[src/rtl/irq_queue_if.sv]
// rtl/irq_queue_if.sv - request/presentation bundle between peripherals, irq_queue and the core
interface irq_queue_if #(
  parameter int DEPTH = 4
);
  localparam int PW = $clog2(DEPTH) + 1;

  logic          en;
  logic          i_req;
  logic [31:0]   i_req_r0;
  logic [31:0]   i_req_r1;
  logic          o_full;
  logic [PW-1:0] o_pending;
  logic          o_drop;
  logic          o_irq;
  logic [31:0]   o_irq_r0;
  logic [31:0]   o_irq_r1;

  modport master (
    output en, i_req, i_req_r0, i_req_r1,
    input  o_full, o_pending, o_drop, o_irq, o_irq_r0, o_irq_r1
  );

  modport slave (
    input  en, i_req, i_req_r0, i_req_r1,
    output o_full, o_pending, o_drop, o_irq, o_irq_r0, o_irq_r1
  );
endinterface

[src/rtl/irq_queue.sv]
// rtl/irq_queue.sv - interrupt event FIFO replayed to the core as fixed-width, gapped irq pulses
module irq_queue #(
  parameter int DEPTH = 4,
  parameter int HOLD  = 10,
  parameter int GAP   = 16
) (
  input  logic         clk,
  input  logic         rst_n,
  irq_queue_if.slave   bus
);
  localparam int AW   = $clog2(DEPTH);
  localparam int PW   = AW + 1;
  localparam int MAXC = (HOLD > GAP) ? HOLD : GAP;
  localparam int CW   = (MAXC > 1) ? $clog2(MAXC) : 1;

  typedef enum logic [1:0] {S_IDLE, S_ASSERT, S_GAP} state_t;

  state_t        state_q, state_d;
  logic [CW-1:0] cnt_q, cnt_d;
  logic [PW-1:0] wr_ptr_q, wr_ptr_d;
  logic [PW-1:0] rd_ptr_q, rd_ptr_d;
  logic          irq_q, irq_d;
  logic          drop_q, drop_d;
  logic [31:0]   r0_q, r0_d;
  logic [31:0]   r1_q, r1_d;
  logic [31:0]   mem_r0_q [DEPTH];
  logic [31:0]   mem_r1_q [DEPTH];

  logic [PW-1:0] pending;
  logic          empty;
  logic          full;
  logic          pop;
  logic          push;

  // Extra pointer bit separates full from empty; occupancy is the pointer distance.
  assign pending = wr_ptr_q - rd_ptr_q;
  assign empty   = (pending == '0);
  assign full    = (pending == PW'(DEPTH));

  // Pulse sequencer: pop/load on entry to ASSERT, count HOLD high then GAP low; en freezes it.
  always_comb begin
    state_d = state_q;
    cnt_d   = cnt_q;
    irq_d   = irq_q;
    r0_d    = r0_q;
    r1_d    = r1_q;
    pop     = 1'b0;
    case (state_q)
      S_IDLE: begin
        if (bus.en && !empty) begin
          pop     = 1'b1;
          state_d = S_ASSERT;
          cnt_d   = CW'(HOLD - 1);
        end
      end
      S_ASSERT: begin
        if (bus.en) begin
          if (cnt_q == '0) begin
            irq_d   = 1'b0;
            cnt_d   = CW'(GAP - 1);
            state_d = S_GAP;
          end else begin
            cnt_d = cnt_q - CW'(1);
          end
        end
      end
      S_GAP: begin
        if (bus.en) begin
          if (cnt_q == '0) begin
            if (!empty) begin
              pop     = 1'b1;
              state_d = S_ASSERT;
              cnt_d   = CW'(HOLD - 1);
            end else begin
              state_d = S_IDLE;
            end
          end else begin
            cnt_d = cnt_q - CW'(1);
          end
        end
      end
      default: state_d = S_IDLE;
    endcase
    if (pop) begin
      irq_d = 1'b1;
      r0_d  = mem_r0_q[rd_ptr_q[AW-1:0]];
      r1_d  = mem_r1_q[rd_ptr_q[AW-1:0]];
    end
  end

  // FIFO bookkeeping: a full FIFO still takes a push when the head leaves on the same edge.
  always_comb begin
    push     = bus.i_req && (!full || pop);
    drop_d   = bus.i_req && !push;
    wr_ptr_d = wr_ptr_q + PW'(push);
    rd_ptr_d = rd_ptr_q + PW'(pop);
  end

  // Control and presentation registers; reset discards every queued event.
  always_ff @(posedge clk or negedge rst_n) begin
    if (!rst_n) begin
      state_q  <= S_IDLE;
      cnt_q    <= '0;
      wr_ptr_q <= '0;
      rd_ptr_q <= '0;
      irq_q    <= 1'b0;
      drop_q   <= 1'b0;
      r0_q     <= '0;
      r1_q     <= '0;
    end else begin
      state_q  <= state_d;
      cnt_q    <= cnt_d;
      wr_ptr_q <= wr_ptr_d;
      rd_ptr_q <= rd_ptr_d;
      irq_q    <= irq_d;
      drop_q   <= drop_d;
      r0_q     <= r0_d;
      r1_q     <= r1_d;
    end
  end

  // Entry storage needs no reset: the pointers decide what is valid.
  always_ff @(posedge clk) begin
    if (push) begin
      mem_r0_q[wr_ptr_q[AW-1:0]] <= bus.i_req_r0;
      mem_r1_q[wr_ptr_q[AW-1:0]] <= bus.i_req_r1;
    end
  end

  assign bus.o_full    = full;
  assign bus.o_pending = pending;
  assign bus.o_drop    = drop_q;
  assign bus.o_irq     = irq_q;
  assign bus.o_irq_r0  = r0_q;
  assign bus.o_irq_r1  = r1_q;
endmodule

[src/flat_wrapper.sv]
// flat-port wrapper written by rule: the top's interface ports become plain ports
module irq_queue_flat 
#(
  parameter int DEPTH = 4,
  parameter int HOLD  = 10,
  parameter int GAP   = 16
)
  (clk, rst_n, bus_en, bus_i_req, bus_i_req_r0, bus_i_req_r1, bus_o_full, bus_o_pending, bus_o_drop, bus_o_irq, bus_o_irq_r0, bus_o_irq_r1);
  irq_queue_if #(.DEPTH(DEPTH)) bus_i ();
  input  logic clk;
  input  logic rst_n;
  input wire logic [$bits(bus_i.en)-1:0] bus_en;
  input wire logic [$bits(bus_i.i_req)-1:0] bus_i_req;
  input wire logic [$bits(bus_i.i_req_r0)-1:0] bus_i_req_r0;
  input wire logic [$bits(bus_i.i_req_r1)-1:0] bus_i_req_r1;
  output wire logic [$bits(bus_i.o_full)-1:0] bus_o_full;
  output wire logic [$bits(bus_i.o_pending)-1:0] bus_o_pending;
  output wire logic [$bits(bus_i.o_drop)-1:0] bus_o_drop;
  output wire logic [$bits(bus_i.o_irq)-1:0] bus_o_irq;
  output wire logic [$bits(bus_i.o_irq_r0)-1:0] bus_o_irq_r0;
  output wire logic [$bits(bus_i.o_irq_r1)-1:0] bus_o_irq_r1;
  assign bus_i.en = bus_en;
  assign bus_i.i_req = bus_i_req;
  assign bus_i.i_req_r0 = bus_i_req_r0;
  assign bus_i.i_req_r1 = bus_i_req_r1;
  assign bus_o_full = bus_i.o_full;
  assign bus_o_pending = bus_i.o_pending;
  assign bus_o_drop = bus_i.o_drop;
  assign bus_o_irq = bus_i.o_irq;
  assign bus_o_irq_r0 = bus_i.o_irq_r0;
  assign bus_o_irq_r1 = bus_i.o_irq_r1;
  irq_queue #(.DEPTH(DEPTH), .HOLD(HOLD), .GAP(GAP)) u_core (.clk(clk), .rst_n(rst_n), .bus(bus_i));
endmodule
[config.mk]
export PLATFORM = sky130hd
export DESIGN_NAME = irq_queue_flat
export DESIGN_NICKNAME = d
export VERILOG_FILES = /design/src/rtl/irq_queue_if.sv /design/src/rtl/irq_queue.sv /design/src/flat_wrapper.sv
export SDC_FILE = /design/constraint.sdc
export NUM_CORES = 1
export LEC_CHECK = 0
export BUFFER_PORTS_ARGS = -buffer_cell sky130_fd_sc_hd__buf_2
export CORE_MARGIN = 2
export CORE_UTILIZATION = 58
export DETAILED_ROUTE_END_ITERATION = 16
export PLACE_DENSITY = 0.82
export SLEW_MARGIN = 25
export SYNTH_ARGS = -nofsm -noshare
export SYNTH_HDL_FRONTEND = slang
export SYNTH_SLANG_ARGS = --single-unit
[constraint.sdc]
create_clock -name clk -period 9.7 [get_ports clk]
set_input_delay 2.425 -clock clk [delete_from_list [all_inputs] [get_ports clk]]
set_output_delay 2.425 -clock clk [all_outputs]
set_load 0.02 [all_outputs]
**After elaboration in Yosys (flattened, before gate mapping)**

Memory sizes are Yosys's and may differ from the RTL's. A register that Yosys moved wholly into a read port is not among the register bits.
Index checks and enable logic that the tools add are counted.

- Bits of input ports: 68
- Bits in registers: 14
- Word-level logic and storage cells: 65
- Memory bits (writable): 256
- Memories: 2

Memories:

| memory | words | bits a word | read ports | clocked after Yosys merged registers in | wr ports | line | source |
|---|---|---|---|---|---|---|---|
| u_core.mem_r0_q | 4 | 32 | 1 | 1 | 1 | irq_queue.sv:26 | `logic [31:0] mem_r0_q [DEPTH];` |
| u_core.mem_r1_q | 4 | 32 | 1 | 1 | 1 | irq_queue.sv:27 | `logic [31:0] mem_r1_q [DEPTH];` |

- Reduce and logical (&&, ||, !) cells: 19
- Equality and inequality tests: 9
- $add $sub $neg: 4
- Muxes and demuxes: 25

Operators by type and width:

| kind | count |
|---|---|
| $mux W4 | 6 |
| $pmux W4 S3 | 1 |
| $mux W1 | 11 |
| $mux W2 | 5 |
| $reduce_and A5 Y1 | 2 |
| $add A3 B1 Y3 | 2 |
| $ne A2 B1 Y1 const B | 3 |
| $pmux W2 S3 | 1 |
| $reduce_bool A2 Y1 | 3 |
| $logic_not A1 Y1 | 5 |
| $logic_not A4 Y1 | 1 |
| $ne A2 B2 Y1 const B | 2 |
| $sub A4 B1 Y4 const B | 1 |
| $eq A3 B3 Y1 const B | 1 |
| $logic_and A1 B1 Y1 | 3 |
| $logic_not A3 Y1 | 1 |
| $ne A3 B3 Y1 const B | 1 |
| $reduce_and A3 Y1 | 1 |
| $reduce_bool A3 Y1 | 1 |
| $sub A3 B3 Y3 | 1 |
| $eq A2 B1 Y1 const B | 1 |
| $eq A2 B2 Y1 const B | 1 |
| $logic_not A2 Y1 | 1 |
| $pmux W1 S2 | 1 |
| $logic_or A1 B1 Y1 | 1 |

**Depth between registers and ports, before layout**

Gate-level depths: netlist of the first run.

- Depth after elaboration: 10
- Mapped depth: 10

**Least setup slack after synthesis of the first run**

No wires, ideal clock.

- Path type: input-to-reg
- Start point: in bus_en
- End point: mem u_core.mem_r0_q[2][0] (enable)
- Setup slack: -0.264 ns
- Stages on the path: 3
- Required time: 9.033 ns
- Arrival: 9.297 ns
- Buffers on the path: 0
- Cell sequence: o21ai_2 -> o21a_1 -> nor4b_1

- Longest elaborated chain between the ends: 7
- Elaborated cells between the ends (all ways): 8
- Classes of those cells: 5 x mux; 3 x reduce/logical

Ends and longest elaborated chain:

| element | line | source |
|---|---|---|
| from (decl) | flat_wrapper.sv:12 | `input wire logic [$bits(bus_i.en)-1:0] bus_en;` |
| $logic_and A1 B1 Y1 | irq_queue.sv:50 | `if (bus.en && !empty) begin` |
| $mux W1 | irq_queue.sv:50 |  |
| $pmux W1 S2 * | irq_queue.sv:48 | `case (state_q)` |
| $logic_or A1 B1 Y1 * | irq_queue.sv:93 | `push = bus.i_req && (!full \|\| pop);` |
| $logic_and A1 B1 Y1 * | irq_queue.sv:93 |  |
| $mux W1 * | irq_queue.sv:124 | `if (push) begin` |
| $mux W1 (not written as such) * | irq_queue.sv:125 | `mem_r0_q[wr_ptr_q[AW-1:0]] <= bus.i_req_r0;` |
| to (decl) | irq_queue.sv:26 |  |

Every way passes the cells marked *; elsewhere a longest branch is shown, timed or not.

**Final worst setup path of the first run**

- Start point: reg u_core.rd_ptr_q[0]
- End point: out bus_o_full

- Longest elaborated chain between the ends: 2

Ends and longest elaborated chain:

| element | line | source |
|---|---|---|
| from (decl) | irq_queue.sv:21 | `logic [PW-1:0] rd_ptr_q, rd_ptr_d;` |
| from (signal assigned) | irq_queue.sv:114 | `rd_ptr_q <= rd_ptr_d;` |
| $sub A3 B3 Y3 | irq_queue.sv:36 | `assign pending = wr_ptr_q - rd_ptr_q;` |
| $eq A3 B3 Y1 | irq_queue.sv:38 | `assign full = (pending == PW'(DEPTH));` |
| to (decl) | flat_wrapper.sv:16 | `output wire logic [$bits(bus_i.o_full)-1:0] bus_o_full;` |

Every way passes these cells.

==> results of run 1 <==
where the power goes:
group / switching (mW) / internal [mW]
registers: 0.266 / 2.03
logic: 0.848 / 0.802
clock network: 0.524 / 0.873
cells by family (layout without fill, tap and decap cells):
| family | count (synthesis) | after routing | share of synthesized area (%) |
|---|---|---|---|
| muxes | 130 | 130 | 18.5 |
| DFF | 334 | 334 | 76.3 |
| xor gates and xnor gates | 3 | 3 | 0.337 |
| other | 0 | 8 | 0 |
| adders and majority gates | 10 | 10 | 1.05 |
| buffers and inverters | 33 | 215 | 1.68 |
| AOI/OAI and AO/OA | 21 | 21 | 1.18 |
| and+or+nand+nor | 20 | 20 | 0.980 |
layout make-up:
type	instances	area, sq um
fillers	1315	6400
clock inverters	19	287
well taps	275	344
multi-input cells	184	2810
inverters	11	41.3
repair buffers	143	737
flip-flops and latches	334	9650
diodes	8	20.0
clock buffers	42	932
synth_stat cells, drive strengths merged:
master	n	area share (%)
buf	14	1.1
o21ai	4	0.19
ha	9	0.89
nand2	4	0.12
nor4	1	0.17
nor2	5	0.17
clkbuf	8	0.24
a211oi	1	0.059
xor2	2	0.14
or3	1	0.050
nand3	2	0.079
fa	1	0.16
edfxtp	256	61
a211o	1	0.069
o21a	2	0.12
a2111o	1	0.089
mux4	64	11
a21oi	4	0.16
dfrtp	78	15
inv	11	0.33
xor3	1	0.20
nor3	1	0.040
o31ai	1	0.059
o22ai	1	0.050
a2bb2oi	1	0.069
o221ai	1	0.069
a21o	2	0.12
nor2b	2	0.099
and2	1	0.050
mux2	66	7.1
o2bb2ai	1	0.069
nor4b	3	0.21
a22oi	1	0.059
per-stage QoR:
step | power (mW) | hold slack, ns | setup TNS (ns) | area (sq um) | utilization [%]
global route | 5.60 | 0.506 | 0 | 14800 | 69.8
CTS | 5.40 | 0.484 | 0 | 14800 | 69.7
global placement | 3.89 | 0.474 | 0 | 13600 | 64.0
detailed placement | 3.98 | 0.469 | 0 | 13600 | 64.0
floorplan | 3.54 | 0.443 | -50.59 | 12600 | -
finish | 5.34 | 0.481 | 0 | 14800 | 69.8
critical path: cells and delay by family (launching register included):
| family | cells | cell delay, ns |
|---|---|---|
| buffers and inverters | 1 | 0.21 |
| adders and majority gates | 2 | 0.72 |
| xor gates and xnor gates | 1 | 0.26 |
| DFF | 1 | 0.66 |
| and+or+nand+nor | 1 | 0.24 |
flip-flops by register name, indices dropped and copies added (netlist names), 2 cells and up:
register	flops
u_core.bus.o_irq_r0	32
u_core.bus.o_irq_r1	32
u_core.cnt_q	4
u_core.mem_r0_q	128
u_core.mem_r1_q	128
u_core.rd_ptr_q	3
u_core.state_q	2
u_core.wr_ptr_q	3
worst paths after layout:
| kind | startpoint | endpoint |
|---|---|---|
| max in group asynchronous | rst_n | u_core.rd_ptr_q[0]$_DFF_PN0_ |
| max reg2reg | u_core.rd_ptr_q[1]$_DFF_PN0_ | u_core.rd_ptr_q[2]$_DFF_PN0_ |
| min | u_core.bus.o_irq$_DFFE_PN0P_ | u_core.bus.o_irq$_DFFE_PN0P_ |
| max | u_core.rd_ptr_q[0]$_DFF_PN0_ | bus_o_full |
| min in group asynchronous | rst_n | u_core.bus.o_irq_r1[4]$_DFFE_PN0P_ |
| min reg2reg | u_core.bus.o_irq$_DFFE_PN0P_ | u_core.bus.o_irq$_DFFE_PN0P_ |
routing by layer:
metal  GRT usage [%]  part of all wire (%)
met5               0                 0.055
met4            7.45                   2.0
met3            5.18                   6.4
met2            36.5                    52
met1            28.0                    40
==> metrics.cfg, run 1 <==
[outcome]
status=finished clean

[pwr]
peakVddDrop_uv=234
p_leak_nw=5.48
power_density_nw_per_um2=360

[yosys]
syn_area_sq_um=12600
ys_seq_elements=334
synth_nets=629
synth_cell_types=39
avgSynthCellArea_sq_um=22.9
yosysWarnings=0
ys_seq_area_share_pct=76.3
syn_inst=551

[worst_hold_path]
hold_path.class=flip-flop to flip-flop
whs_path_depth=1

[sta]
worstMarginPinSlew_ns=0.981
timing.fmax_mhz=199
skew_ns=0.0134
slew_headroom_pct=34.6
fin_ws_ns=4.67
rsz0062_at_grt=no
min_period_ns=5.03
maxSlewViolCount=0
timing.final.crit_share_pct=51.8
setup-violations-final=0
hold_viol=0

[clock_network]
numCtsBuffers=34
clkSlewWorstSetupHoldPaths_ns=0.06
cts_tree=built
cts_resized=0
clockRootBuffer=clkbuf_16
clkLatencyLatePin_ns=0.51
post_cts_buffers=0
cts.sinks=334
clock_path_buffers=3
holdBufCountCts=0
htree_levels=2

[die]
rows=53
io_pins=138
fp.dieH_microns=152
core_area_sq_um=21200
dieArea_sq_um=23000
start_util_pct=59.5
dieWidth_microns=152

[worst_setup_path]
slowest_delay_ns=0.66
critPathKind=flip-flop to output pin
crit_fanout=23
worst_ep_required_time_ns=7.28
rr_worst_depth=8
crit_slowest_cell=dfrtp_4
start_kind=flip-flop
ff2ff_setup_slack_ns=5.76
worst_ep_arrival_time_ns=2.60
cp-end-kind=output pin
crit_chain=ha_1 -> fa_1 -> xor3_2 -> nor2b_1 -> buf_2

[layout]
final_cell_mix=edfxtp_1, buf_2, dfrtp_1
final_cell_count_no_fill=1016
fin_nets=786
syn2layout_area_growth_pct=17.3
final_common_cell=edfxtp_1
drive_gt1_share_pct=46.4

[placement]
routabilityCongestion=0.710
dp.cells=947
place_ws_ns=5.02
port_buffers=137
hpwlAfterDp_microns=13200

[detailed_routing]
routedWlPerCell_microns=23.4
finalWirelength_microns=23700
num_vias=5900
drc=0
dr.pass1.iters=4
drtAntennaViolNets=0
viasPerCell=5.81
initialDrtViolationCount=393

[global_route]
antenna_found_initial=5
overflow=0
track_usage_pct=21.6
grt_max_degree=79
grt_pass1_wl_microns=36500
grt_pass1_vias=6475

[job]
maxCapViolCount=0

Note: power is estimated with default switching activity, not from simulation.
==> run 2: changes to the inputs <==
--- a/config.mk
+++ b/config.mk
@@ -7,9 +7,9 @@
 export LEC_CHECK = 0
 export BUFFER_PORTS_ARGS = -buffer_cell sky130_fd_sc_hd__buf_2
 export CORE_MARGIN = 2
-export CORE_UTILIZATION = 58
+export CORE_UTILIZATION = 52
 export DETAILED_ROUTE_END_ITERATION = 16
-export PLACE_DENSITY = 0.82
+export PLACE_DENSITY = 0.78
 export SLEW_MARGIN = 25
 export SYNTH_ARGS = -nofsm -noshare
 export SYNTH_HDL_FRONTEND = slang
==> constraint.sdc (replaced) <==
create_clock -name clk -period 4.44 [get_ports clk]
set_input_delay 1.11 -clock clk [delete_from_list [all_inputs] [get_ports clk]]
set_output_delay 1.11 -clock clk [all_outputs]
set_load 0.02 [all_outputs]
==> metrics.cfg, run 2 (synthesized netlist as in run 1, its figures left out) <==
[layout]
final_cell_mix=edfxtp_1, buf_2, dfrtp_1
fin_nets=788
final_common_cell=edfxtp_1
drive_gt1_share_pct=47.1
syn2layout_area_growth_pct=18.2

[worst_setup_path]
worst_ep_required_time_ns=3.33
crit_fanout=21
cp-end-kind=output pin
startpoint=u_core.rd_ptr_q[0]$_DFF_PN0_
critPathTopFamily=flip-flops
ff2ff_setup_slack_ns=1.11
worst-path-buf-inv=1
slowest_delay_ns=0.65
crit_slowest_cell=dfrtp_4
worst_ep_arrival_time_ns=2.57
crit_chain=ha_4 -> fa_2 -> xor3_2 -> nor2b_4 -> buf_2
critPathKind=flip-flop to output pin
start_kind=flip-flop
r2r_start=u_core.rd_ptr_q[0]$_DFF_PN0_

[die]
dieWidth_microns=160
core_area_sq_um=24100
io_pins=138
fp.dieH_microns=160
dieArea_sq_um=25600
rows=57
start_util_pct=52.4

[placement]
place_ws_ns=1.14
port_buffers=137
hpwlAfterDp_microns=14000
routabilityCongestion=0.737

[clock_network]
cts_resized=0
post_cts_buffers=0
holdBufCountCts=0
cts.sinks=334
clockRootBuffer=clkbuf_16
clock_path_buffers=3
clkLatencyLatePin_ns=0.56
numCtsBuffers=31
cts_tree=built
clkSlewWorstSetupHoldPaths_ns=0.06
htree_levels=1

[sta]
hold_viol=0
rsz0062_at_grt=no
worstMarginPinSlew_ns=0.917
maxSlewViolCount=0
min_period_ns=3.68
setup-violations-final=0
timing.fmax_mhz=271
timing.final.crit_share_pct=83.0
skew_ns=0.0137
finalSetupTns_ns=0
slew_headroom_pct=38.9
fin_ws_ns=0.755

[job]
maxCapViolCount=0

[pwr]
power_density_nw_per_um2=779
total_power_mw=11.6
p_leak_nw=5.49
peakVddDrop_uv=504

[detailed_routing]
drtAntennaViolNets=0
initialDrtViolationCount=319
finalWirelength_microns=23500
dr.pass1.iters=7
drc=0
viasPerCell=5.47
routedWlPerCell_microns=22.1
num_vias=5812

[worst_hold_path]
min_from=u_core.bus.o_irq$_DFFE_PN0P_
hold_path.class=flip-flop to flip-flop

[outcome]
status=finished clean

[global_route]
grt_max_degree=66
antenna_found_initial=6
track_usage_pct=18.8
overflow=0
grt_pass1_vias=6289
grt_pass1_wl_microns=36900

-- run 2: routing by layer --
layer	routed length, microns	GRT usage [%]	up-vias
met5	24	0	-
met4	423	4.75	4
met3	1380	4.05	39
met2	12100	31.6	189
met1	9540	25.4	3016
li1	-	-	2564
-- run 2: worst reg2reg max path: stages, from the launching register on --
cell and delay, ns:
dfrtp_4 0.65, ha_4 0.24, fa_2 0.37, xor3_2 0.44, nor2b_4 0.16, o21a_4 0.16
nor4b_4 0.27, buf_4 0.62
-- run 2: through the flow --
step | util, % | area, sq um | hold slack, ns | cells
floorplan | - | 12700 | 0.443 | 551
global placement | 57.1 | 13800 | 0.465 | 1000
detailed placement | 57.1 | 13800 | 0.470 | 1001
CTS | 61.9 | 14900 | 0.484 | 1059
global route | 61.9 | 14900 | 0.516 | 1060
finish | 62.0 | 14900 | 0.484 | 1063
-- run 2: final cells by class --
type	instances	area [sq um]
Antenna cell	4	10.0
Clock buffer	36	805
Clock inverter	22	349
Fill cell	1684	9170
Inverter	11	41.3
Multi-Input combinational cell	184	2870
Sequential cell	334	9650
Tap cell	324	405
Timing Repair Buffer	148	808
-- run 2: power breakdown --
group,leakage (nW),total [mW],internal [mW],switching [mW]
Combinational,1.67,3.84,1.83,2.01
Clock,0.561,2.94,1.82,1.12
Sequential,3.26,4.85,4.42,0.431
-- run 2: final timing paths --
check | end | depth (start not counted)
setup / recovery | bus_o_full | 5
hold / removal | u_core.bus.o_irq$_DFFE_PN0P_ | 1
setup reg to reg | u_core.mem_r1_q[0][21]$_DFFE_PP_ | 7
hold reg to reg | u_core.bus.o_irq$_DFFE_PN0P_ | 1
max in group asynchronous | u_core.rd_ptr_q[1]$_DFF_PN0_ | 2
min in group asynchronous | u_core.bus.o_irq_r1[28]$_DFFE_PN0P_ | 1
==> run 3: changes to the inputs <==
==> constraint.sdc (replaced) <==
create_clock -name clk -period 3.2 [get_ports clk]
set_input_delay 0.8 -clock clk [delete_from_list [all_inputs] [get_ports clk]]
set_output_delay 0.8 -clock clk [all_outputs]
set_load 0.02 [all_outputs]
==> metrics.cfg, run 3 (synthesized netlist as in run 1, its figures left out) <==
[sta]
skew_ns=0.0300
slew_headroom_pct=37.9
hold_viol=0
setup-violations-final=0
holdWs_ns=0.252
fin_ws_ns=0.0551
min_period_ns=3.14
timing.final.crit_share_pct=98.3
worstMarginPinSlew_ns=0.932
maxSlewViolCount=0
rsz0062_at_grt=no
timing.fmax_mhz=318

[global_route]
grt_max_degree=66
antenna_found_initial=5
overflow=0
grt_pass1_vias=6378
grt_pass1_wl_microns=36500
track_usage_pct=18.8

[worst_setup_path]
worst_ep_required_time_ns=2.40
worst_ep_arrival_time_ns=2.34
ff2ff_setup_slack_ns=0.20
crit_fanout=5
start_kind=flip-flop
cp-end-kind=output pin
critPathKind=flip-flop to output pin

[layout]
final_cell_mix=edfxtp_1, buf_2, dfrtp_1
syn2layout_area_growth_pct=18.4
fillCellCount=1663
drive_gt1_share_pct=47.2
final_core_util_pct=62.0
final_common_cell=edfxtp_1
fin_nets=795

[worst_hold_path]
hold_path.class=input pin to asynchronous set/reset pin

[pwr]
peakVddDrop_uv=500
power_switching_mw=4.99
p_int_mw=11.0
pwr-share-seq_pct=41.5
power_density_nw_per_um2=1070
swShare_pct=31.2
p_leak_nw=5.51
power_frac_clock_pct=23.8
pwr-share-comb_pct=34.7

[die]
dieArea_sq_um=25600
rows=57
core_area_sq_um=24100
dieWidth_microns=160
io_pins=138
fp.dieH_microns=160
start_util_pct=52.4

[clock_network]
htree_levels=2
clockRootBuffer=clkbuf_16
numCtsBuffers=34
holdBufCountCts=0
clock_path_buffers=3
cts.sinks=334
clkSlewWorstSetupHoldPaths_ns=0.06
cts_tree=built
clkLatencyLatePin_ns=0.51
post_cts_buffers=0
cts_resized=0

[detailed_routing]
finalWirelength_microns=23400
dr.pass1.iters=5
num_vias=5890
initialDrtViolationCount=429
viasPerCell=5.50
drc=0
routedWlPerCell_microns=21.9
drtAntennaViolNets=0

[job]
maxCapViolCount=0

[placement]
place_ws_ns=0.216
port_buffers=137
hpwlAfterDp_microns=14400
routabilityCongestion=0.794

[outcome]
status=finished clean

[run 3: metrics by stage]
step | cell area [sq um] | total power [mW] | instances | TNS (ns)
3_3_place_gp | 13800 | 12.1 | 1005 | 0
2_1_floorplan | 12700 | 10.7 | 551 | -279.99
5_1_grt | 14900 | 16.8 | 1068 | 0
6_report | 15000 | 16.0 | 1070 | 0
4_1_cts | 14900 | 16.2 | 1066 | 0
3_5_place_dp | 13800 | 12.3 | 1005 | 0
[run 3: worst paths after layout]
path | from | cells after the start | to
max in group asynchronous | rst_n | 2 | u_core.bus.o_irq_r0[30]$_DFFE_PN0P_
hold / removal | rst_n | 1 | u_core.bus.o_irq_r1[27]$_DFFE_PN0P_
setup reg to reg | u_core.wr_ptr_q[0]$_DFF_PN0_ | 8 | u_core.mem_r1_q[1][2]$_DFFE_PP_
min in group clk | u_core.bus.o_irq$_DFFE_PN0P_ | 1 | u_core.bus.o_irq$_DFFE_PN0P_
hold reg to reg | u_core.bus.o_irq$_DFFE_PN0P_ | 1 | u_core.bus.o_irq$_DFFE_PN0P_
setup / recovery | u_core.wr_ptr_q[0]$_DFF_PN0_ | 6 | bus_o_full
[run 3: metal layers]
| layer | track usage (%) | share of wire [%] | vias to the layer above |
|---|---|---|---|
| met1 | 24.9 | 41 | 3048 |
| met2 | 30.8 | 50 | 210 |
| li1 | - | - | 2577 |
| met3 | 4.21 | 6.4 | 51 |
| met4 | 7.33 | 3.2 | 4 |
| met5 | 0 | 0.12 | - |
[run 3: power groups by stage]
stage | clock (mW) | combinational, mW | sequential, mW
floorplan | 0 | 3.59 | 7.16
global placement | 0 | 5.47 | 6.63
CTS | 3.91 | 5.65 | 6.66
finish | 3.82 | 5.55 | 6.65
detailed placement | 0 | 5.61 | 6.73
global route | 4.08 | 5.94 | 6.76
[run 3: layout make-up]
type                    count  area (sq um)  area share [%]
flip-flops and latches    334          9650            64.5
multi-input cells         184          2870            19.2
clock buffers              49          1020            6.81
repair buffers            152           876            5.86
well taps                 324           405            2.71
clock inverters            12          83.8           0.561
inverters                  11          41.3           0.276
diodes                      4          10.0          0.0669
[run 3: worst max-delay path: stages (launching register included)]
cell,delay (ns)
dfrtp_2,0.46
inv_2,0.10
ha_4,0.17
fa_2,0.36
xor3_2,0.44
nor2b_4,0.16
buf_2,0.18
